## src/rtl/sipo_deserializer.sv

```systemverilog
// Serial-in/parallel-out deserializer with bit gating, frame abort, overrun detection
// and a valid/ready output register. Define SIPO_PARITY_EN to append an even-parity bit to each frame.
module sipo_deserializer #(
   parameter int WIDTH     = 8,
   parameter bit LSB_FIRST = 1'b1
) (
   input  logic             clk,
   input  logic             rst,
   input  logic             sin,
   input  logic             sin_valid,
   input  logic             clear,
   output logic [WIDTH-1:0] dout,
   output logic             dout_valid,
   input  logic             dout_ready,
   output logic             overrun,
   output logic             parity_err,
   output logic             busy
);

   // Handshake: a word moves downstream on any rising edge where dout_valid and
   // dout_ready are both 1; dout is held unchanged while valid is high without ready.

`ifdef SIPO_PARITY_EN
   localparam int FRAME = WIDTH + 1;
`else
   localparam int FRAME = WIDTH;
`endif
   localparam int CW = $clog2(FRAME + 1);

`ifdef SIPO_PARITY_EN
   typedef enum logic [1:0] {S_IDLE = 2'd0, S_RECV = 2'd1, S_PARITY = 2'd2} state_t;
`else
   typedef enum logic [1:0] {S_IDLE = 2'd0, S_RECV = 2'd1} state_t;
`endif

   state_t           state_q, state_d;
   logic [CW-1:0]    cnt_q, cnt_d;
   logic [WIDTH-1:0] sr_q, sr_d;
   logic [WIDTH-1:0] dout_q, dout_d;
   logic             dout_valid_q, dout_valid_d;
   logic             overrun_q, overrun_d;
   logic             parity_err_q, parity_err_d;
   logic             busy_q, busy_d;

   logic [WIDTH-1:0] shifted;
   logic [WIDTH-1:0] word;
   logic             word_perr;
   logic             complete;
   logic             transfer;

   always_comb begin
      shifted   = LSB_FIRST ? {sin, sr_q[WIDTH-1:1]} : {sr_q[WIDTH-2:0], sin};
      state_d   = state_q;
      cnt_d     = cnt_q;
      sr_d      = sr_q;
      word      = shifted;
      word_perr = 1'b0;
      complete  = 1'b0;

      // clear wins over sin_valid: the bit offered on the same edge is dropped
      if (clear) begin
         state_d = S_IDLE;
         cnt_d   = '0;
         sr_d    = '0;
      end else if (sin_valid) begin
         case (state_q)
            S_IDLE: begin
               sr_d    = shifted;
               cnt_d   = CW'(1);
               state_d = S_RECV;
            end
            S_RECV: begin
               sr_d  = shifted;
               cnt_d = cnt_q + CW'(1);
               if (cnt_q == CW'(WIDTH - 1)) begin
`ifdef SIPO_PARITY_EN
                  state_d = S_PARITY;
`else
                  complete = 1'b1;
                  cnt_d    = '0;
                  state_d  = S_IDLE;
`endif
               end
            end
`ifdef SIPO_PARITY_EN
            S_PARITY: begin
               // the parity bit closes the frame but never enters the data word
               word      = sr_q;
               word_perr = (^sr_q) ^ sin;
               complete  = 1'b1;
               cnt_d     = '0;
               state_d   = S_IDLE;
            end
`endif
            default: begin
               state_d = S_IDLE;
               cnt_d   = '0;
            end
         endcase
      end

      transfer     = dout_valid_q & dout_ready;
      dout_d       = dout_q;
      parity_err_d = parity_err_q;
      dout_valid_d = dout_valid_q & ~transfer;
      overrun_d    = 1'b0;
      if (complete) begin
         if (!dout_valid_q || transfer) begin
            dout_d       = word;
            parity_err_d = word_perr;
            dout_valid_d = 1'b1;
         end else begin
            overrun_d = 1'b1;
         end
      end
      busy_d = (cnt_d != '0);
   end

   always_ff @(posedge clk) begin
      if (rst) begin
         state_q      <= S_IDLE;
         cnt_q        <= '0;
         sr_q         <= '0;
         dout_q       <= '0;
         dout_valid_q <= 1'b0;
         overrun_q    <= 1'b0;
         parity_err_q <= 1'b0;
         busy_q       <= 1'b0;
      end else begin
         state_q      <= state_d;
         cnt_q        <= cnt_d;
         sr_q         <= sr_d;
         dout_q       <= dout_d;
         dout_valid_q <= dout_valid_d;
         overrun_q    <= overrun_d;
         parity_err_q <= parity_err_d;
         busy_q       <= busy_d;
      end
   end

   assign dout       = dout_q;
   assign dout_valid = dout_valid_q;
   assign overrun    = overrun_q;
   assign parity_err = parity_err_q;
   assign busy       = busy_q;

endmodule

```

## config.mk

```make
export PLATFORM = sky130hd
export DESIGN_NAME = sipo_deserializer
export DESIGN_NICKNAME = d
export VERILOG_FILES = /design/src/rtl/sipo_deserializer.sv
export SDC_FILE = /design/constraint.sdc
export NUM_CORES = 1
export LEC_CHECK = 0
export BUFFER_PORTS_ARGS = -buffer_cell sky130_fd_sc_hd__buf_4
export CAP_MARGIN = 10
export CORE_ASPECT_RATIO = 1.5
export CORE_MARGIN = 10
export CORE_UTILIZATION = 45
export CTS_CLUSTER_DIAMETER = 120
export CTS_CLUSTER_SIZE = 24
export DETAILED_ROUTE_END_ITERATION = 8
export PLACE_DENSITY = 0.7
export SYNTH_ARGS = -nofsm -noshare
export SYNTH_HDL_FRONTEND = slang
export SYNTH_SLANG_ARGS = --single-unit
```

## constraint.sdc

```tcl
create_clock -name clk -period 1.4 [get_ports clk]
set_input_delay 0.07 -clock clk [delete_from_list [all_inputs] [get_ports clk]]
set_output_delay 0.07 -clock clk [all_outputs]
set_load 0.01 [all_outputs]
```

==> results of run 1 <==
==> layout make-up <==
| type | count | area (um^2) | share of cell area, % |
|---|---|---|---|
| Inverter | 2 | 7.51 | 0.646 |
| Clock inverter | 1 | 5.00 | 0.431 |
| Clock buffer | 3 | 22.5 | 1.94 |
| Tap cell | 21 | 26.3 | 2.26 |
| Timing Repair Buffer | 26 | 205 | 17.7 |
| Sequential cell | 23 | 463 | 39.8 |
| Multi-Input combinational cell | 61 | 433 | 37.2 |
==> registers in the layout (all words and copies together), names as in the netlist <==
signal and count:
busy 1, dout_valid 1, state_q 1, overrun 1, dout 8, cnt_q 4, sr_q 7
==> how the worst max path moves through the flow <==
stage,slack [ns],end,start
6_report,-0.05,dout[0],cnt_q[1]
5_1_grt,-0.12,dout[0],cnt_q[1]
4_1_cts,-0.01,dout[4],cnt_q[1]
3_5_place_dp,-0.01,dout[4],cnt_q[0]
3_3_place_gp,0.02,dout[4],cnt_q[0]
2_1_floorplan,0.06,dout[7],cnt_q[0]
==> stage by stage <==
step | area [um^2] | std cells | hold slack [ns] | power (W) | setup TNS (ns)
2_1_floorplan | 915 | 92 | 0.217 | 0.000721 | 0
5_1_grt | 1160 | 137 | -0.0130 | 0.00108 | -0.793
6_report | 1160 | 137 | -0.00801 | 0.00104 | -0.238
4_1_cts | 1130 | 136 | -0.0121 | 0.00104 | -0.0400
3_3_place_gp | 1060 | 130 | 0.316 | 0.000739 | 0
3_5_place_dp | 1060 | 130 | 0.325 | 0.000741 | -0.0523
==> timing repair <==
action / in CTS / in global routing
pin swaps: 1 / 2
setup buffers: 1 / 1
hold endpoints to repair: 9 / 8
resized for setup: 7 / 5
setup endpoints to repair: 8 / 9
==> logic make-up (layout without fill, tap and decap cells) <==
family                     Yosys count  after routing  synth area share, %
muxes                               15             15                 16.4
DFF                                 23             23                 50.3
other                                1              1                0.410
and+or+nand+nor                     38             38                 21.1
buffers and inverters                8             32                 6.43
AOI/OAI and AO/OA                    6              6                 3.97
adders and majority gates            1              1                 1.37
==> cells in the mapped netlist, drive strengths merged, types with 2 or more instances <==
library cell  number  area share, %
mux2i             15             16
nand2b             3            2.1
nand2              3            1.2
nor3               3            2.2
dfxtp             23             50
nand3              2            1.1
a21oi              3            1.6
nor2              18            7.4
buf                6            5.6
and3               3            2.1
inv                2           0.82
==> layer usage <==
metal	part of all wire (%)	vias up
met1	44	355
li1	-	354
met3	5.4	2
met2	50	20
met5	0	-
met4	0.78	0
==> report_power, final <==
part / switching, W / leakage [nW] / total [W] / internal, W
Sequential: 0.00000501 / 0.187 / 0.000665 / 0.000660
Combinational: 0.0000358 / 0.277 / 0.0000678 / 0.0000320
Clock: 0.000204 / 0.0177 / 0.000311 / 0.000107
==> impl_metrics.csv, run 1 <==
group,metric,value,unit
drt,avgViaCountPerCell,5.34,
min_path,hold_start,"rst",
sta,period_needed,1.45,ns
final_layout,final_common_cell,"buf_4",
worst_setup_path,start_kind,"flop",
worst_setup_path,critPathKind,"flop to flop",
synthesis,async_flop_share,0,%
final_layout,antennaDiodeCount,0,
floorplan,core_area,1880,um^2
placement,pre_cts_slack,-0.0149,ns
run,maxCapViolCount,0,
synthesis,syn-num-nets,99,
placement,hpwlAfterDp,1430,um
worst_setup_path,ff2ff_path_depth,6,
grt,grt_max_degree,16,
drt,wire_per_inst,15.0,um
worst_setup_path,reg2reg_to,"dout[0]",
synthesis,synth_seq_cells,23,
synthesis,synth_cell_types,25,
grt,met2_usage,17.2,%
worst_setup_path,cpLargestDelayFamily,"simple AND/OR/NAND/NOR gates",
clock_network,clockRootBuffer,"clkbuf_4",
synthesis,syn_area_per_cell,9.94,um^2
sta,clock_skew,0.00192,ns
synthesis,synth_edf_count,0,
worst_setup_path,crit_slowest_cell,"dfxtp_2",
sta,max_freq,0.689,GHz
sta,holdWs,-0.00801,ns
synthesis,syn_inst,92,
worst_setup_path,path_buf_inv,1,
clock_network,cts_max_level,1,
grt,met1_usage,9.45,%
worst_setup_path,r2r_start,"cnt_q[1]",
drt,drc_errors,0,
worst_setup_path,cp_cell_sequence,"ha_4 > and3_4 > and4b_2 > buf_6 > mux2i_1 > nor2_1",
sta,hold_viol_final,6,
clock_network,clock-sinks,23,
final_layout,drive_gt1_share,33.6,%
placement,port_buffers,16,
synthesis,synthFlopType,"dfxtp_1",
status,violations,"hold timing, setup timing",
worst_setup_path,required,1.62,ns
sta,setup_viol,9,
clock_network,cts.path.max_buffers,2,
clock_network,cts_buffers,3,
min_path,hold_depth,2,
grt,antenna_found_initial,0,
final_layout,syn2layout_area_growth,27.1,%
clock_network,clk_latency,0.30,ns
final_layout,nets,124,
drt,drt-total-wl,2060,um
sta,period_share,104,%
sta,slew_violations,0,
drt,first_iter_violations,25,
clock_network,cts_tree,"built",
sta,fin_ws,-0.0504,ns
placement,gp_congestion,0.734,
worst_setup_path,rrSetupSlack,-0.05,ns
grt,grt_use_met3,3.20,%
synthesis,synth_area,915,um^2
final_layout,fillCellCount,161,
grt,grt_pass1_vias,815,
worst_setup_path,arrival,1.67,ns
power,ir_drop,0.735,mV
clock_network,path_clk_slew,0.13,ns
drt,ant_nets,0,
power,leakagePower,0.481,nW
floorplan,row_count,19,
grt,grt-busiest-layer,"met2",
drt,first_pass_iters,4,
synthesis,synth.yosys.seq_area_share,50.3,%
floorplan,die_w,56.8,um
final_layout,final_cell_mix,"23 x buf_4, 21 x dfxtp_1, 18 x nor2_1",
worst_setup_path,cp_num_cells,6,
worst_setup_path,critPathCaptureType,"flop",
final_layout,final_util,61.9,%
grt,grt_usage,9.74,%
floorplan,dieHeight,75.2,um
floorplan,io_pins,18,
power,cellPowerDensity,898,nW/um^2
synthesis,ys_warn_count,0,
sta,rsz0062_at_grt,"true",
min_path,min_to,"dout[2]",
worst_setup_path,worstPathMaxFanout,5,
floorplan,start_util,48.7,%
status,status,"finished, violations left",
min_path,hold_path_class,"primary input to flop",
drt,vias,731,
worst_setup_path,crit_path_max_incr_delay,0.38,ns
grt,globalRoute.totalOverflow,0,
grt,grt_pass1_wl,3410,um
floorplan,fp.dieArea,4270,um^2
clock_network,cts_hold_buf,1,
Note: power is estimated with default switching activity, not from simulation.
==> run 2: changes to the inputs <==
--- a/config.mk
+++ b/config.mk
@@ -14,6 +14,7 @@
 export CTS_CLUSTER_SIZE = 24
 export DETAILED_ROUTE_END_ITERATION = 8
 export PLACE_DENSITY = 0.7
+export SKIP_CTS_REPAIR_TIMING = 1
 export SYNTH_ARGS = -nofsm -noshare
 export SYNTH_HDL_FRONTEND = slang
 export SYNTH_SLANG_ARGS = --single-unit
==> constraint.sdc (replaced) <==
create_clock -name clk -period 1.4 [get_ports clk]
set_input_delay 0.07 -clock clk [delete_from_list [all_inputs] [get_ports clk]]
set_output_delay 0.07 -clock clk [all_outputs]
set_load 0.005 [all_outputs]
==> run 2 against run 1 <==
Against the previous run:
- the run ends with setup timing left
- largest cell class unchanged
- setup slack better by 0.0062 ns
- critical path depth unchanged
- highest routed layer unchanged
- sequential power about the same
- clock skew up 0.0069 ns
- hold slack better by 0.077 ns
- count of clock-buffer cells in the layout unchanged
- cell count up 0.73%
- non-clock buffer count up 1
- core utilization up 0.60 points
- combinational power up 6.6%
- global-route usage down 0.69 points
- critical path type unchanged
==> impl_metrics.csv, run 2 (synthesis results as in run 1) <==
group,metric,value,unit
floorplan,start_util,48.7,%
sta,rsz0062_at_grt,"true",
sta,fin_ws,-0.0442,ns
status,violations,"setup timing",
drt,wire_per_inst,14.3,um
grt,met1_usage,8.87,%
grt,antenna_found_initial,0,
sta,max_freq,0.692,GHz
drt,ant_nets,0,
drt,vias,720,
floorplan,io_pins,18,
sta,hold_viol_final,0,
drt,first_iter_violations,10,
clock_network,clockRootBuffer,"clkbuf_4",
placement,pre_cts_slack,-0.0149,ns
sta,period_share,103,%
sta,setup_viol,7,
grt,grt_pass1_vias,779,
sta,period_needed,1.44,ns
worst_setup_path,required,1.62,ns
floorplan,row_count,19,
final_layout,final_cell_mix,"21 x dfxtp_1, 21 x buf_4, 18 x nor2_1",
power,leakagePower,0.483,nW
worst_setup_path,cp_cell_sequence,"ha_4 > and3_4 > and4b_2 > buf_6 > mux2i_1 > nor2_1",
floorplan,core_area,1880,um^2
floorplan,fp.dieArea,4270,um^2
grt,grt-busiest-layer,"met2",
sta,clock_skew,0.00883,ns
run,maxCapViolCount,0,
min_path,hold_path_class,"primary input to flop",
final_layout,syn2layout_area_growth,28.3,%
worst_setup_path,crit_slowest_cell,"dfxtp_2",
drt,first_pass_iters,4,
final_layout,fillCellCount,158,
placement,dp.cells,130,
placement,port_buffers,16,
drt,drt-total-wl,1980,um
sta,slew_violations,0,
grt,grt_pass1_wl,3190,um
clock_network,clock-sinks,23,
placement,gp_congestion,0.734,
final_layout,nets,125,
grt,grt_max_degree,16,
final_layout,largest_reg_flops,8,
drt,drc_errors,0,
worst_setup_path,start_kind,"flop",
drt,avgViaCountPerCell,5.22,
sta,holdWs,0.0689,ns
final_layout,multi_input_area,429,um^2
clock_network,cts_tree,"built",
grt,met2_usage,16.6,%
placement,hpwlAfterDp,1430,um
grt,grt_use_met3,2.36,%
worst_setup_path,critPathKind,"flop to flop",
final_layout,fin_cells,138,
status,status,"finished, violations left",
worst_setup_path,critPathCaptureType,"flop",
clock_network,clk_latency,0.31,ns
power,cellPowerDensity,889,nW/um^2
final_layout,antennaDiodeCount,0,
worst_setup_path,crit_path_max_incr_delay,0.38,ns
grt,grt_usage,9.06,%
clock_network,path_clk_slew,0.13,ns
grt,globalRoute.totalOverflow,0,
clock_network,cts.path.max_buffers,2,
final_layout,drive_gt1_share,30.8,%
worst_setup_path,arrival,1.66,ns
power,p_total,0.00104,W
floorplan,dieHeight,75.2,um
final_layout,seq_area,463,um^2
worst_setup_path,worstPathMaxFanout,5,
clock_network,cts_max_level,1,
clock_network,cts_buffers,3,
floorplan,die_w,56.8,um
power,ir_drop,0.720,mV
sta,setup_tns,-0.148,ns
## run 2: changes by cell type in the layout (fill, tap and decap cells not counted), sizes merged
cell | previous run | this run
buf | 25 | 23
dlygate4sd3 | 1 | 4
## run 2: stage by stage
step | instance area, um^2 | util (%)
after floorplan | 915 | -
after global placement | 1060 | 56.6
after detailed placement | 1060 | 56.6
after CTS | 1090 | 58.0
after global routing | 1170 | 62.5
final | 1170 | 62.5
## run 2: path summary, 6_finish.rpt
path	from	endpoint	slack, ns	depth (start not counted)
max	cnt_q[1]	dout[4]	-0.04	6
min	dout_ready	overrun	0.07	3
max reg2reg	cnt_q[1]	dout[4]	-0.04	6
min reg2reg	dout[3]	dout[3]	0.52	2
## run 2: final cells by class
class | count | area share [%]
clock buffer | 3 | 1.92
clock inverter | 1 | 0.426
tap | 21 | 2.24
sequential | 23 | 39.4
inverter | 2 | 0.640
timing repair buffer | 27 | 18.8
multi-input combinational | 61 | 36.6
## run 2: where the power goes
group	total [W]	switching, W	internal, W
logic	0.0000723	0.0000351	0.0000372
registers	0.000665	0.00000502	0.000660
clock network	0.000306	0.000199	0.000107
## run 2: critical path: cells and delay by family (launching register included)
kind          cells  cell delay, ns
mux               1            0.20
buf+inv           1            0.13
simple gates      3            0.51
flops             1            0.38
fa+ha+maj         1            0.15
## run 2: per-layer routing
metal,wire length [um],vias to the layer above,part of all wire (%)
met2,967,15,49
met3,90,2,4.5
met1,905,343,46
met5,0,-,0
li1,-,360,-
met4,16,0,0.81
